[src/rtl/pll_lock_supervisor.sv]
// ============================================================================
// Module   : pll_lock_supervisor
// Brief    : Synchronises the PLL lock flag, qualifies it for a stable period,
//            and generates the core system reset. Tracks loss-of-lock events.
// Revision : 1.0 - initial release
// ============================================================================
`timescale 1ns/1ps
`default_nettype none

module pll_lock_supervisor #(
    parameter int SYNC_STAGES = 2,
    parameter int LOCK_CYCLES = 1024,
    parameter int HOLD_CYCLES = 16,
    parameter int CNT_W       = 8
) (
    input  logic             clock_in,
    input  logic             resetn,
    input  logic             locked,
    input  logic             clear_lost,
    output logic             sys_resetn,
    output logic             ready,
    output logic             lock_lost,
    output logic [CNT_W-1:0] loss_count,
    output logic [1:0]       state
);

    localparam int c_max_cycles = (LOCK_CYCLES > HOLD_CYCLES) ? LOCK_CYCLES : HOLD_CYCLES;
    localparam int c_cnt_w      = $clog2(c_max_cycles + 1);

    localparam logic [c_cnt_w-1:0] c_lock_last = c_cnt_w'(LOCK_CYCLES - 1);
    localparam logic [c_cnt_w-1:0] c_hold_last = c_cnt_w'(HOLD_CYCLES - 1);

    localparam logic [1:0] c_st_wait_lock = 2'd0;
    localparam logic [1:0] c_st_stabilize = 2'd1;
    localparam logic [1:0] c_st_run       = 2'd2;
    localparam logic [1:0] c_st_holdoff   = 2'd3;

    logic [SYNC_STAGES-1:0] sync_q, sync_d;
    logic [1:0]             state_q, state_d;
    logic [c_cnt_w-1:0]     cnt_q, cnt_d;
    logic                   sys_resetn_q, sys_resetn_d;
    logic                   ready_q, ready_d;
    logic                   lock_lost_q, lock_lost_d;
    logic [CNT_W-1:0]       loss_count_q, loss_count_d;
    logic                   w_lock_s;
    logic                   w_loss;

    assign w_lock_s = sync_q[SYNC_STAGES-1];

    always_comb begin
        sync_d       = {sync_q[SYNC_STAGES-2:0], locked};
        state_d      = state_q;
        cnt_d        = cnt_q;
        lock_lost_d  = lock_lost_q;
        loss_count_d = loss_count_q;
        w_loss       = 1'b0;

        case (state_q)
            c_st_wait_lock: begin
                cnt_d = '0;
                if (w_lock_s) begin
                    state_d = c_st_stabilize;
                end
            end
            c_st_stabilize: begin
                // Any low sample restarts qualification from scratch
                if (!w_lock_s) begin
                    state_d = c_st_wait_lock;
                    cnt_d   = '0;
                end else if (cnt_q == c_lock_last) begin
                    state_d = c_st_run;
                    cnt_d   = '0;
                end else begin
                    cnt_d = cnt_q + 1'b1;
                end
            end
            c_st_run: begin
                cnt_d = '0;
                if (!w_lock_s) begin
                    state_d = c_st_holdoff;
                    w_loss  = 1'b1;
                end
            end
            c_st_holdoff: begin
                if (cnt_q == c_hold_last) begin
                    state_d = c_st_wait_lock;
                    cnt_d   = '0;
                end else begin
                    cnt_d = cnt_q + 1'b1;
                end
            end
            default: begin
                state_d = c_st_wait_lock;
                cnt_d   = '0;
            end
        endcase

        // A new loss takes priority over a coincident clear request
        if (w_loss) begin
            lock_lost_d = 1'b1;
        end else if (clear_lost) begin
            lock_lost_d = 1'b0;
        end

        if (w_loss && (loss_count_q != {CNT_W{1'b1}})) begin
            loss_count_d = loss_count_q + 1'b1;
        end

        sys_resetn_d = (state_d == c_st_run);
        ready_d      = (state_d == c_st_run);
    end

    always_ff @(posedge clock_in or negedge resetn) begin
        if (!resetn) begin
            sync_q       <= '0;
            state_q      <= c_st_wait_lock;
            cnt_q        <= '0;
            sys_resetn_q <= 1'b0;
            ready_q      <= 1'b0;
            lock_lost_q  <= 1'b0;
            loss_count_q <= '0;
        end else begin
            sync_q       <= sync_d;
            state_q      <= state_d;
            cnt_q        <= cnt_d;
            sys_resetn_q <= sys_resetn_d;
            ready_q      <= ready_d;
            lock_lost_q  <= lock_lost_d;
            loss_count_q <= loss_count_d;
        end
    end

    assign sys_resetn = sys_resetn_q;
    assign ready      = ready_q;
    assign lock_lost  = lock_lost_q;
    assign loss_count = loss_count_q;
    assign state      = state_q;

endmodule

`default_nettype wire

[config.mk]
export PLATFORM = sky130hd
export DESIGN_NAME = pll_lock_supervisor
export DESIGN_NICKNAME = d
export VERILOG_FILES = /design/src/rtl/pll_lock_supervisor.sv
export SDC_FILE = /design/constraint.sdc
export NUM_CORES = 1
export LEC_CHECK = 0
export CAP_MARGIN = 20
export CORE_MARGIN = 3
export CORE_UTILIZATION = 60
export DETAILED_ROUTE_END_ITERATION = 10
export DONT_BUFFER_PORTS = 1
export PLACE_DENSITY = 0.81
export SLEW_MARGIN = 10
export SYNTH_ARGS = -nofsm -noshare
export SYNTH_HDL_FRONTEND = slang
export SYNTH_SLANG_ARGS = --single-unit
[constraint.sdc]
create_clock -name clock_in -period 2.37 [get_ports clock_in]
set_clock_uncertainty 0.15 [all_clocks]
set_input_delay 0.3555 -clock clock_in [delete_from_list [all_inputs] [get_ports clock_in]]
set_output_delay 0.3555 -clock clock_in [all_outputs]
set_load 0.02 [all_outputs]
==> flow_summary.rst, run 1 <==
.. list-table::
   :header-rows: 1

   * - Metric
     - Value
   * - Portion of total power attributed to the clock network
     - between 20 and 30%
   * - Detailed Route WL
     - 1820 um
   * - Final Hold Vio Count
     - 0
   * - Initial Util
     - 64.8%
   * - Worst-case headroom to the max-slew limit
     - a little over two thirds
   * - Post-CTS setup buffer count
     - 0
   * - Avg Synthesized Cell Area
     - 10.8 um2
   * - Final setup margin
     - 0.415 ns
   * - Final-report setup violation count
     - 0
   * - Proportion of layout cells with a drive suffix above 1
     - 7.96%
   * - Top cell type by total area after synthesis
     - sky130_fd_sc_hd__dfrtp_1
   * - Sequential cell fraction of total power
     - approximately two thirds
   * - Net switching fraction of the power
     - 22.7%
   * - Total routing resource utilization after global routing
     - 16.8%
   * - Fin util
     - 70.2%
   * - Endpoint required time on the critical path
     - 2.41 ns
   * - Syn Std Cell Area
     - 0.00114 mm2
   * - Share of the synthesized area in the top cell type
     - between 50 and 60%
   * - Adder-cell area share of the yosys netlist
     - 2.19%
   * - CTS tree
     - yes
   * - Number of global-route vias before repair
     - about 790
   * - Area of the placeable core
     - 0.00176 mm2
   * - Internal Dissipation
     - 0.510 mW
   * - Post-synth ARST share
     - 100%
   * - Crit Reg-Reg Endpoint
     - state[0]$_DFF_PN0_
   * - Fraction of the mapped netlist area in simple logic gates
     - 21.6%
   * - Most instantiated library cell after synthesis
     - sky130_fd_sc_hd__dfrtp_1
   * - Worst slew pin tran
     - 0.451 ns
   * - Floorplan row count
     - 15
   * - VDD IR max
     - slightly below 0.4 mV
   * - Achievable Freq
     - between 0.5 and 0.6 GHz
   * - Combinational family with the most area after synthesis
     - simple AND/OR/NAND/NOR gates
   * - Number of H-tree levels
     - 1
   * - Clock input transition at the sequential cells of the worst setup and hold paths
     - 0.13 ns
   * - Number of buffers added by the clock tree synthesis step
     - 3
   * - Width of the die
     - a little under 50 um
   * - Leakage
     - 0.539 nW
   * - Combinational group share of total power
     - 4.9%
   * - Type of the worst setup path
     - flip-flop to flip-flop
   * - Worst hold path class
     - primary input to asynchronous set/reset pin
   * - Worst path bufs/invs
     - 0
   * - GRT overflow
     - 0
   * - Via count
     - 770
   * - Weighted congestion reported at the end of routability-driven placement
     - 0.857
   * - Worst reg-to-reg path cell count
     - 5
   * - Ports placed on the boundary
     - 17
   * - Top cell family by delay on the critical path
     - simple AND/OR/NAND/NOR gates
   * - Detailed-route vias per instance
     - 5.58
   * - Largest stage delay, worst path
     - 0.52 ns
   * - Shortest clock period the worst path allows after layout
     - 1.96 ns
   * - Accumulated negative setup slack
     - 0 ns
   * - Sequential cell area fraction in the yosys report
     - 54.8%
   * - Dpl cell area
     - 0.00117 mm2
   * - Worst path cell trace
     - ha_1 -> nand4_1 -> or4_4 -> a21oi_4 -> o21ai_1
   * - Net switching power figure
     - 0.150 mW
   * - Number of flops mapped to enable cells by yosys
     - 0
   * - Top area cells in the synthesized netlist
     - sky130_fd_sc_hd__dfrtp_1 55%, sky130_fd_sc_hd__xor2_1 6.9%, sky130_fd_sc_hd__xnor2_1 5.4%
   * - Total number of yosys warnings
     - 0
   * - Final ANT Viol Nets
     - 0
   * - Pwr Total
     - 0.659 mW
   * - Non-Filler Cell Area, Final
     - 0.00124 mm2
   * - Number of distinct library cells after synthesis
     - 30
   * - Diodes inserted
     - 0
   * - Worst endpoint data arrival time
     - about 2.0 ns
   * - Area grow syn2layout
     - 8.43%
   * - Clock Tree Buf Depth
     - 2
   * - CP Launch Type
     - flip-flop
   * - Kind of end point of the critical path
     - flip-flop
   * - Net Count, Synth
     - 112
   * - Final Max Slew Viols
     - 0
   * - Post-route DRC violation count
     - 0
   * - Mux cell area share after synthesis
     - less than 1%
   * - Setup Slack @ Placement
     - 0.438 ns
   * - Final period util
     - 82.5%
   * - Leading post-synthesis cells by instance count
     - 25 x sky130_fd_sc_hd__dfrtp_1, 13 x sky130_fd_sc_hd__nor2_1, 9 x sky130_fd_sc_hd__xor2_1
   * - Insertion delay of the later-clocked pin in the worst-skew pair
     - 0.31 ns
   * - Result of the run
     - finished clean
   * - Register bit total from synthesis
     - 25
   * - Post-Synthesis Cells
     - around 110
   * - Detailed Place HPWL
     - 1310 um
   * - Unrepaired setup endpoints after global routing
     - false
   * - Main synth FF type
     - sky130_fd_sc_hd__dfrtp_1
   * - IO buf count
     - 0
   * - Source of the worst register-to-register timing path
     - cnt_q[0]$_DFF_PN0_
   * - Height of the die
     - 49.6 um
   * - Number of search-and-repair iterations in the first detailed-routing pass
     - 4
   * - Num Clock Sinks
     - 25
   * - Worst-path cell with the longest stage delay
     - sky130_fd_sc_hd__or4_4
   * - Power per cell area
     - between 500 and 600 mW/mm2
   * - Die Outline Area
     - between 0.002 and 0.0025 mm2
   * - Average routed wire per standard cell
     - between 10 and 15 um
   * - Complex-gate fraction of the synthesized area
     - 6.24%
   * - Maximum Capacitance Violations
     - 0
   * - Wire length of the first global-routing pass
     - 3290 um
   * - Xor/xnor share of the synthesized area
     - 12.3%
   * - Initial antenna violation count
     - 0
   * - Worst setup slack for register-to-register paths
     - 0.41 ns
   * - Biggest fanout along the worst timing path
     - 10
   * - Iter 0 DRT Violations
     - 10
   * - Clk Tree Root Cell
     - sky130_fd_sc_hd__clkbuf_4
   * - Largest net degree at the start of global routing
     - 26
   * - Fin nets
     - 120
## layer usage
metal	up-vias	part of all wire (%)	routed length [um]	track usage, %
li1	386	-	-	-
met1	363	53	958	25.1
met2	17	42	756	24.2
met3	4	4.7	86	3.93
met4	0	1.1	20	5.07
met5	-	0	0	0
## power by group through the flow
stage	sequential (mW)	combinational (mW)	clock, mW
final	0.447	0.0322	0.180
after global routing	0.448	0.0363	0.209
after CTS	0.447	0.0302	0.190
after detailed placement	0.455	0.0179	0
after global placement	0.454	0.0177	0
after floorplan	0.452	0.0150	0
## cell usage in the layout, fill, tap and decap left out, drive strengths merged, types with 2 or more instances in the layout
master       netlist  routed
dfrtp             25      25
nor2              13      13
xor2               9       9
nor3               7       7
nand2              7       7
xnor2              7       7
nand3              6       6
nand4              5       5
inv                4       4
clkbuf             0       3
dlygate4sd3        0       3
o21ai              3       3
nor4               2       2
ha                 2       2
## registers in the layout, indices dropped and copies added, names as in the netlist
signal,cells
loss_count,8
ready,1
lock_lost,1
sync_q,2
state,2
cnt_q,11
## through the flow
stage / hold WS [ns] / std cells
after CTS: 0.221 / 137
after global placement: -0.0895 / 130
after floorplan: -0.0901 / 106
after detailed placement: -0.0895 / 130
after global routing: 0.198 / 138
final: 0.210 / 138
## how the worst max path moves through the flow
stage / startpoint / to / slack, ns / depth (start not counted)
floorplan: cnt_q[0]$_DFF_PN0_ / state[0]$_DFF_PN0_ / 0.59 / 5
global placement: cnt_q[0]$_DFF_PN0_ / state[0]$_DFF_PN0_ / 0.50 / 5
detailed placement: cnt_q[0]$_DFF_PN0_ / state[0]$_DFF_PN0_ / 0.44 / 5
CTS: cnt_q[0]$_DFF_PN0_ / state[0]$_DFF_PN0_ / 0.43 / 5
global route: cnt_q[0]$_DFF_PN0_ / state[0]$_DFF_PN0_ / 0.29 / 5
finish: cnt_q[0]$_DFF_PN0_ / state[0]$_DFF_PN0_ / 0.41 / 5
## cells by family (layout without fill, tap and decap cells)
group,count (synthesis),count (layout)
DFF,25,25
muxes,1,1
and+or+nand+nor,48,48
buffers and inverters,5,12
AOI/OAI and AO/OA,9,9
adders and majority gates,2,2
xor gates and xnor gates,16,16
## cell type report
| cell class | instances | area (um2) |
|---|---|---|
| clock inverters | 1 | 5.00 |
| clock buffers | 3 | 22.5 |
| flip-flops and latches | 25 | 626 |
| well taps | 25 | 31.3 |
| inverters | 4 | 15.0 |
| fillers | 146 | 526 |
| multi-input cells | 76 | 494 |
| repair buffers | 4 | 45.0 |
## repair_timing
action	CTS	global route
endpoints found under the hold margin	27	0
gates resized for setup	0	0
hold buffers	3	0
Power figures use the tool's default switching activity.
==> run 2: changes to the inputs <==
CORE_UTILIZATION = 54   (was 60)
PLACE_DENSITY = 0.77   (was 0.81)
clock period = 1.6 ns   (was 2.37 ns; I/O delays follow)
==> run 2 against run 1 <==
The flow now finishes with violations (negative setup slack). Power rose by 57%. Register-to-register slack got worse by 0.66 ns. Global-route usage rose by 5.6 points. Critical path depth rose by 1. Highest routed layer unchanged. First-iteration DRC count rose to 3.1 times the previous value.
==> flow_summary.rst, run 2 (same netlist as run 1, synthesis figures left out) <==
.. list-table::
   :header-rows: 1

   * - Metric
     - Value
   * - Result of the run
     - complete, but fails checks
   * - Failing checks
     - negative setup slack
   * - Detailed Place HPWL
     - 1710 um (+30%)
   * - Worst hold path class
     - primary input to asynchronous set/reset pin
   * - Worst-case headroom to the max-slew limit
     - 65.5% (-4.2 points)
   * - Iter 0 DRT Violations
     - 31 (+21)
   * - Detailed-route vias per instance
     - 5.85 (+4.8%)
   * - Final setup margin
     - -0.249 ns (-0.664 ns)
   * - Number of H-tree levels
     - 1 (unchanged)
   * - Area of the placeable core
     - 0.00198 mm2 (+12%)
   * - Worst slew pin tran
     - 0.516 ns (+0.0656 ns)
   * - CP Launch Type
     - flip-flop
   * - Register with the highest flop count
     - cnt_q
   * - Final ANT Viol Nets
     - 0 (unchanged)
   * - Final period util
     - 116% (+33 points)
   * - Leading cell types in the layout, fill and taps excluded
     - 30 x sky130_fd_sc_hd__buf_4, 19 x sky130_fd_sc_hd__dfrtp_1, 9 x sky130_fd_sc_hd__xor2_1
   * - Area grow syn2layout
     - 44.9%
   * - Initial antenna violation count
     - 0 (unchanged)
   * - Proportion of layout cells with a drive suffix above 1
     - 45.2% (+37 points)
   * - Average routed wire per standard cell
     - 19.3 um (+46%)
   * - Final Hold Vio Count
     - 0 (unchanged)
   * - Num Clock Sinks
     - 25 (unchanged)
   * - Shortest clock period the worst path allows after layout
     - 1.85 ns (-0.106 ns)
   * - Kind of end point of the critical path
     - flip-flop
   * - IO buf count
     - 0 (unchanged)
   * - Width of the die
     - 52.0 um (+4.8%)
   * - Clk Tree Root Cell
     - sky130_fd_sc_hd__clkbuf_4
   * - Insertion delay of the later-clocked pin in the worst-skew pair
     - 0.31 ns (about the same)
   * - Fin nets
     - 153 (+28%)
   * - Largest net degree at the start of global routing
     - 26 (unchanged)
   * - Biggest fanout along the worst timing path
     - 5 (-5)
   * - Total routing resource utilization after global routing
     - 22.4% (+5.6 points)
   * - Detailed Route WL
     - 3340 um (+83%)
   * - Final-report setup violation count
     - 12 (+12)
   * - Clock input transition at the sequential cells of the worst setup and hold paths
     - 0.12 ns (about the same)
   * - Number of search-and-repair iterations in the first detailed-routing pass
     - 4 (unchanged)
   * - Leakage
     - 0.736 nW (+37%)
   * - Dpl cell area
     - 0.00138 mm2 (+18%)
   * - Maximum Capacitance Violations
     - 0 (unchanged)
   * - Most common cell after layout, fill and taps aside
     - sky130_fd_sc_hd__buf_4
   * - Endpoint required time on the critical path
     - 1.67 ns (-0.74 ns)
   * - Type of the worst setup path
     - flip-flop to flip-flop
   * - Number of global-route vias before repair
     - 927 (+18%)
   * - WHS
     - 0.170 ns (-0.0397 ns)
   * - Floorplan row count
     - 16 (+1)
   * - Height of the die
     - 52.0 um (+4.8%)
   * - Clock Tree Buf Depth
     - 2 (unchanged)
   * - Wire length of the first global-routing pass
     - 4370 um (+33%)
   * - VDD IR max
     - 0.758 mV (+97%)
   * - Diodes inserted
     - 0 (unchanged)
   * - Ports placed on the boundary
     - 17 (unchanged)
   * - Number of flip-flops in the largest register
     - 11 (unchanged)
   * - CTS tree
     - yes
   * - Initial Util
     - 57.6% (-7.1 points)
   * - Via count
     - 1012 (+31%)
   * - Worst endpoint data arrival time
     - 1.91 ns (-0.09 ns)
   * - Final Max Slew Viols
     - 0 (unchanged)
   * - Weighted congestion reported at the end of routability-driven placement
     - 0.771 (-10%)
   * - Power per cell area
     - 626 mW/mm2 (+17%)
   * - Non-Filler Cell Area, Final
     - 0.00166 mm2 (+34%)
   * - Achievable Freq
     - 0.541 GHz (+5.7%)
   * - Post-route DRC violation count
     - 0 (unchanged)
   * - GRT overflow
     - 0 (unchanged)
   * - Unrepaired setup endpoints after global routing
     - true
   * - Die Outline Area
     - 0.00270 mm2 (+9.7%)
   * - Pwr Total
     - 1.04 mW (+57%)
   * - Number of buffers added by the clock tree synthesis step
     - 3 (unchanged)
## run 2: cell types whose count changed in the layout (fill, tap and decap cells not counted), moves of 3 or more
cell	previous run	this run
sky130_fd_sc_hd__buf_6	0	3
sky130_fd_sc_hd__buf_4	0	30
sky130_fd_sc_hd__nor2_1	13	8
sky130_fd_sc_hd__nor2_2	0	5
sky130_fd_sc_hd__nor3_2	0	3
sky130_fd_sc_hd__dfrtp_2	0	6
sky130_fd_sc_hd__nor3_1	7	3
sky130_fd_sc_hd__dfrtp_1	25	19
## run 2: worst max-delay path, stage by stage, from the launching register on
cell and delay (ns):
sky130_fd_sc_hd__dfrtp_1 0.39, sky130_fd_sc_hd__ha_2 0.19, sky130_fd_sc_hd__nand4_1 0.14, sky130_fd_sc_hd__or4_4 0.47, sky130_fd_sc_hd__a21oi_4 0.21, sky130_fd_sc_hd__buf_6 0.15
sky130_fd_sc_hd__nor2_1 0.05
## run 2: final cells by class
| type | count | area [um2] |
|---|---|---|
| Inverter | 4 | 15.0 |
| Multi-Input combinational cell | 76 | 631 |
| Clock buffer | 4 | 26.3 |
| Fill cell | 97 | 327 |
| Sequential cell | 25 | 633 |
| Tap cell | 27 | 33.8 |
| Timing Repair Buffer | 37 | 317 |
## run 2: timing repair
item                       in CTS  in global routing
cloned                          0                  0
setup endpoints to repair      12                 17
pin swaps                       1                  7
setup buffers                   3                  5
hold buffers                    3                  0
hold endpoints to repair       27                  0
resized for setup               3                 28
## run 2: power breakdown
group          switching [mW]  internal [mW]  total [mW]
clock network           0.177         0.0976       0.275
registers              0.0133          0.643       0.656
logic                  0.0544         0.0499       0.104
## run 2: final timing paths
check,startpoint,to,slack (ns),depth (start not counted)
setup reg to reg,cnt_q[1]$_DFF_PN0_,cnt_q[3]$_DFF_PN0_,-0.25,6
setup / recovery,cnt_q[1]$_DFF_PN0_,cnt_q[3]$_DFF_PN0_,-0.25,6
hold / removal,resetn,cnt_q[5]$_DFF_PN0_,0.17,1
max in group asynchronous,resetn,cnt_q[4]$_DFF_PN0_,0.67,2
hold reg to reg,sync_q[0]$_DFF_PN0_,sync_q[1]$_DFF_PN0_,0.23,0
min in group clock_in,sync_q[0]$_DFF_PN0_,sync_q[1]$_DFF_PN0_,0.23,0
## run 2: routing by layer
metal | part of all wire [%] | track usage [%] | routed length, um | up-vias
met5 | 0 | 0 | 0 | -
met4 | 3.1 | 6.99 | 104 | 0
met3 | 6.8 | 5.73 | 227 | 14
met2 | 51 | 36.8 | 1690 | 48
met1 | 39 | 28.8 | 1310 | 497
li1 | - | - | - | 453
## run 2: stage by stage
| stage | setup slack (ns) | setup TNS, ns | instances | utilization, % |
|---|---|---|---|---|
| after floorplan | -0.176 | -1.49 | 106 | - |
| after global placement | -0.162 | -1.38 | 157 | 69.7 |
| after detailed placement | -0.205 | -1.85 | 157 | 69.7 |
| after CTS | -0.181 | -1.71 | 167 | 74.2 |
| after global routing | -0.290 | -3.23 | 173 | 83.5 |
| final | -0.249 | -2.56 | 173 | 83.5 |
==> run 3: changes to the inputs <==
CTS_CLUSTER_DIAMETER = 100   (was default)
PLACE_DENSITY = 0.78   (was 0.77)
==> run 3 against run 2 <==
The flow still finishes with violations (negative setup slack). First-iteration DRC count down 58%. Sequential power fell by 0.6%. Design area fell by 5.2%. Clock power grew 2%. Highest routed layer unchanged.
==> flow_summary.rst, run 3 (same netlist as run 1, synthesis figures left out) <==
.. list-table::
   :header-rows: 1

   * - Metric
     - Value
   * - Result of the run
     - complete, but fails checks
   * - Failing checks
     - negative setup slack
   * - Initial Util
     - 57.6% (unchanged)
   * - Insertion delay of the later-clocked pin in the worst-skew pair
     - 0.31 ns (about the same)
   * - Worst hold path class
     - primary input to asynchronous set/reset pin
   * - Source of the worst register-to-register timing path
     - cnt_q[4]$_DFF_PN0_
   * - Pwr Total
     - 1.03 mW (-0.89%)
   * - Number of flip-flops in the largest register
     - 11 (unchanged)
   * - Register with the highest flop count
     - cnt_q
   * - Proportion of layout cells with a drive suffix above 1
     - 40.8% (-4.4 points)
   * - Floorplan row count
     - 16 (unchanged)
   * - Wire length of the first global-routing pass
     - 4080 um (-6.5%)
   * - Weighted congestion reported at the end of routability-driven placement
     - 0.769 (-0.23%)
   * - Num Clock Sinks
     - 25 (unchanged)
   * - Detailed-route vias per instance
     - 5.57 (-4.7%)
   * - Final setup margin
     - -0.332 ns (-0.0830 ns)
   * - Biggest fanout along the worst timing path
     - 4 (-1)
   * - Unrepaired setup endpoints after global routing
     - true
   * - Final period util
     - 121% (+5.2 points)
   * - Number of global-route vias before repair
     - 940 (+1.4%)
   * - Clock input transition at the sequential cells of the worst setup and hold paths
     - 0.14 ns (+0.02 ns)
   * - Shortest clock period the worst path allows after layout
     - 1.93 ns (+0.0830 ns)
   * - Dpl cell area
     - 0.00139 mm2 (+0.54%)
   * - Clk Tree Root Cell
     - sky130_fd_sc_hd__clkbuf_4
   * - Worst slew pin tran
     - 0.661 ns (+0.144 ns)
   * - Largest net degree at the start of global routing
     - 26 (unchanged)
   * - Worst endpoint data arrival time
     - 1.99 ns (+0.08 ns)
   * - Top cell family by delay on the critical path
     - simple AND/OR/NAND/NOR gates
   * - Type of the worst setup path
     - flip-flop to flip-flop
   * - Detailed Place HPWL
     - 1700 um (-0.50%)
   * - Final std cells w/o fill
     - 169 (-2.3%)
   * - Height of the die
     - 52.0 um (unchanged)
   * - Die Outline Area
     - 0.00270 mm2 (unchanged)
   * - Diodes inserted
     - 0 (unchanged)
   * - Post-route DRC violation count
     - 0 (unchanged)
   * - CTS tree
     - yes
   * - Area grow syn2layout
     - 37.3%
   * - Ports placed on the boundary
     - 17 (unchanged)
   * - Worst-case headroom to the max-slew limit
     - 55.6% (-9.9 points)
   * - Area of the placeable core
     - 0.00198 mm2 (unchanged)
   * - Number of search-and-repair iterations in the first detailed-routing pass
     - 4 (unchanged)
   * - Worst-path cell with the longest stage delay
     - sky130_fd_sc_hd__nor4_1
   * - Fraction of met1 tracks used by global routing
     - 27.2% (-1.6 points)
   * - Final Hold Vio Count
     - 0 (unchanged)
   * - Fin util
     - 79.2% (-4.4 points)
   * - Kind of end point of the critical path
     - flip-flop
   * - Met2 usage
     - 33.3% (-3.6 points)
   * - Number of H-tree levels
     - 1 (unchanged)
   * - Initial antenna violation count
     - 0 (unchanged)
   * - Clock Tree Buf Depth
     - 2 (unchanged)
   * - Most used routing layer in global routing
     - met2
   * - Launching element of the worst setup path
     - cnt_q[4]$_DFF_PN0_
   * - Non-Filler Cell Area, Final
     - 0.00157 mm2 (-5.2%)
   * - Number of buffers added by the clock tree synthesis step
     - 3 (unchanged)
   * - Met3 Resource Use GR
     - 2.87% (-2.9 points)
   * - Power per cell area
     - 654 mW/mm2 (+4.6%)
   * - Most common cell after layout, fill and taps aside
     - sky130_fd_sc_hd__buf_4
   * - Maximum Capacitance Violations
     - 0 (unchanged)
   * - Final Max Slew Viols
     - 0 (unchanged)
   * - Iter 0 DRT Violations
     - 13 (-58%)
   * - Leading cell types in the layout, fill and taps excluded
     - 27 x sky130_fd_sc_hd__buf_4, 22 x sky130_fd_sc_hd__dfrtp_1, 9 x sky130_fd_sc_hd__xor2_1
   * - Via count
     - 942 (-6.9%)
   * - Detailed Route WL
     - 2720 um (-19%)
   * - IO buf count
     - 0 (unchanged)
   * - Leakage
     - 0.682 nW (-7.3%)
   * - Largest stage delay, worst path
     - 0.62 ns (+0.15 ns)
   * - Worst setup slack for register-to-register paths
     - -0.33 ns (-0.08 ns)
   * - CP Launch Type
     - flip-flop
   * - VDD IR max
     - 0.460 mV (-39%)
   * - Width of the die
     - 52.0 um (unchanged)
   * - Endpoint required time on the critical path
     - 1.66 ns (about the same)
   * - Average routed wire per standard cell
     - 16.1 um (-17%)
   * - WHS
     - 0.146 ns (-0.0242 ns)
   * - Total routing resource utilization after global routing
     - 20.3% (-2.1 points)
   * - Worst path bufs/invs
     - 1 (unchanged)
   * - Final-report setup violation count
     - 12 (unchanged)
   * - GRT overflow
     - 0 (unchanged)
   * - Placed cells
     - 158 (+0.64%)
   * - Fin nets
     - 149 (-2.6%)
   * - Final ANT Viol Nets
     - 0 (unchanged)
   * - Achievable Freq
     - 0.518 GHz (-4.3%)
   * - Worst path cell trace
     - nor4_1 -> a31oi_2 -> a21oi_4 -> buf_6 -> nor2_2
[run 3: path summary, 6_finish.rpt]
kind	endpoint	cells past startpoint
setup / recovery	cnt_q[2]$_DFF_PN0_	5
hold / removal	state[0]$_DFF_PN0_	1
setup reg to reg	cnt_q[2]$_DFF_PN0_	5
hold reg to reg	sync_q[1]$_DFF_PN0_	0
max in group asynchronous	cnt_q[5]$_DFF_PN0_	2
min in group clock_in	sync_q[1]$_DFF_PN0_	0
[run 3: power by group]
group          internal [mW]  total, mW  switching [mW]
registers              0.642      0.652         0.00989
clock network         0.0953      0.280           0.185
logic                 0.0407     0.0936          0.0529
[run 3: final cells by class]
cell class,count,area (um2)
clock buffer,3,22.5
clock inverter,1,7.51
fill,116,413
inverter,4,15.0
multi-input combinational,76,591
sequential,25,629
tap,27,33.8
timing repair buffer,33,270
[run 3: per-layer routing]
layer / up-vias / share of wire, %
li1: 441 / -
met1: 462 / 44
met2: 29 / 50
met3: 10 / 4.3
met4: 0 / 1.5
met5: - / 0
[run 3: repair_timing]
action / CTS / global route
resized for setup: 3 / 18
endpoints found under the setup margin: 13 / 17
buffers inserted: 2 / 2
hold buffers: 3 / 0
pin swaps: 1 / 7
cloned: 0 / 0
hold endpoints to repair: 27 / 0
[run 3: worst reg2reg max path, delay by kind of cell (launching register included)]
| kind | cells | cell delay (ns) |
|---|---|---|
| AND/OR/NAND/NOR | 2 | 0.67 |
| flip-flops | 1 | 0.45 |
| AO/OA/AOI/OAI | 2 | 0.41 |
| buffers and inverters | 1 | 0.15 |
[run 3: per-stage QoR]
stage | TNS (ns) | setup WS, ns
after global placement | -1.29 | -0.153
after CTS | -1.66 | -0.180
after global routing | -3.65 | -0.339
after detailed placement | -1.93 | -0.213
final | -3.48 | -0.332
after floorplan | -1.49 | -0.176
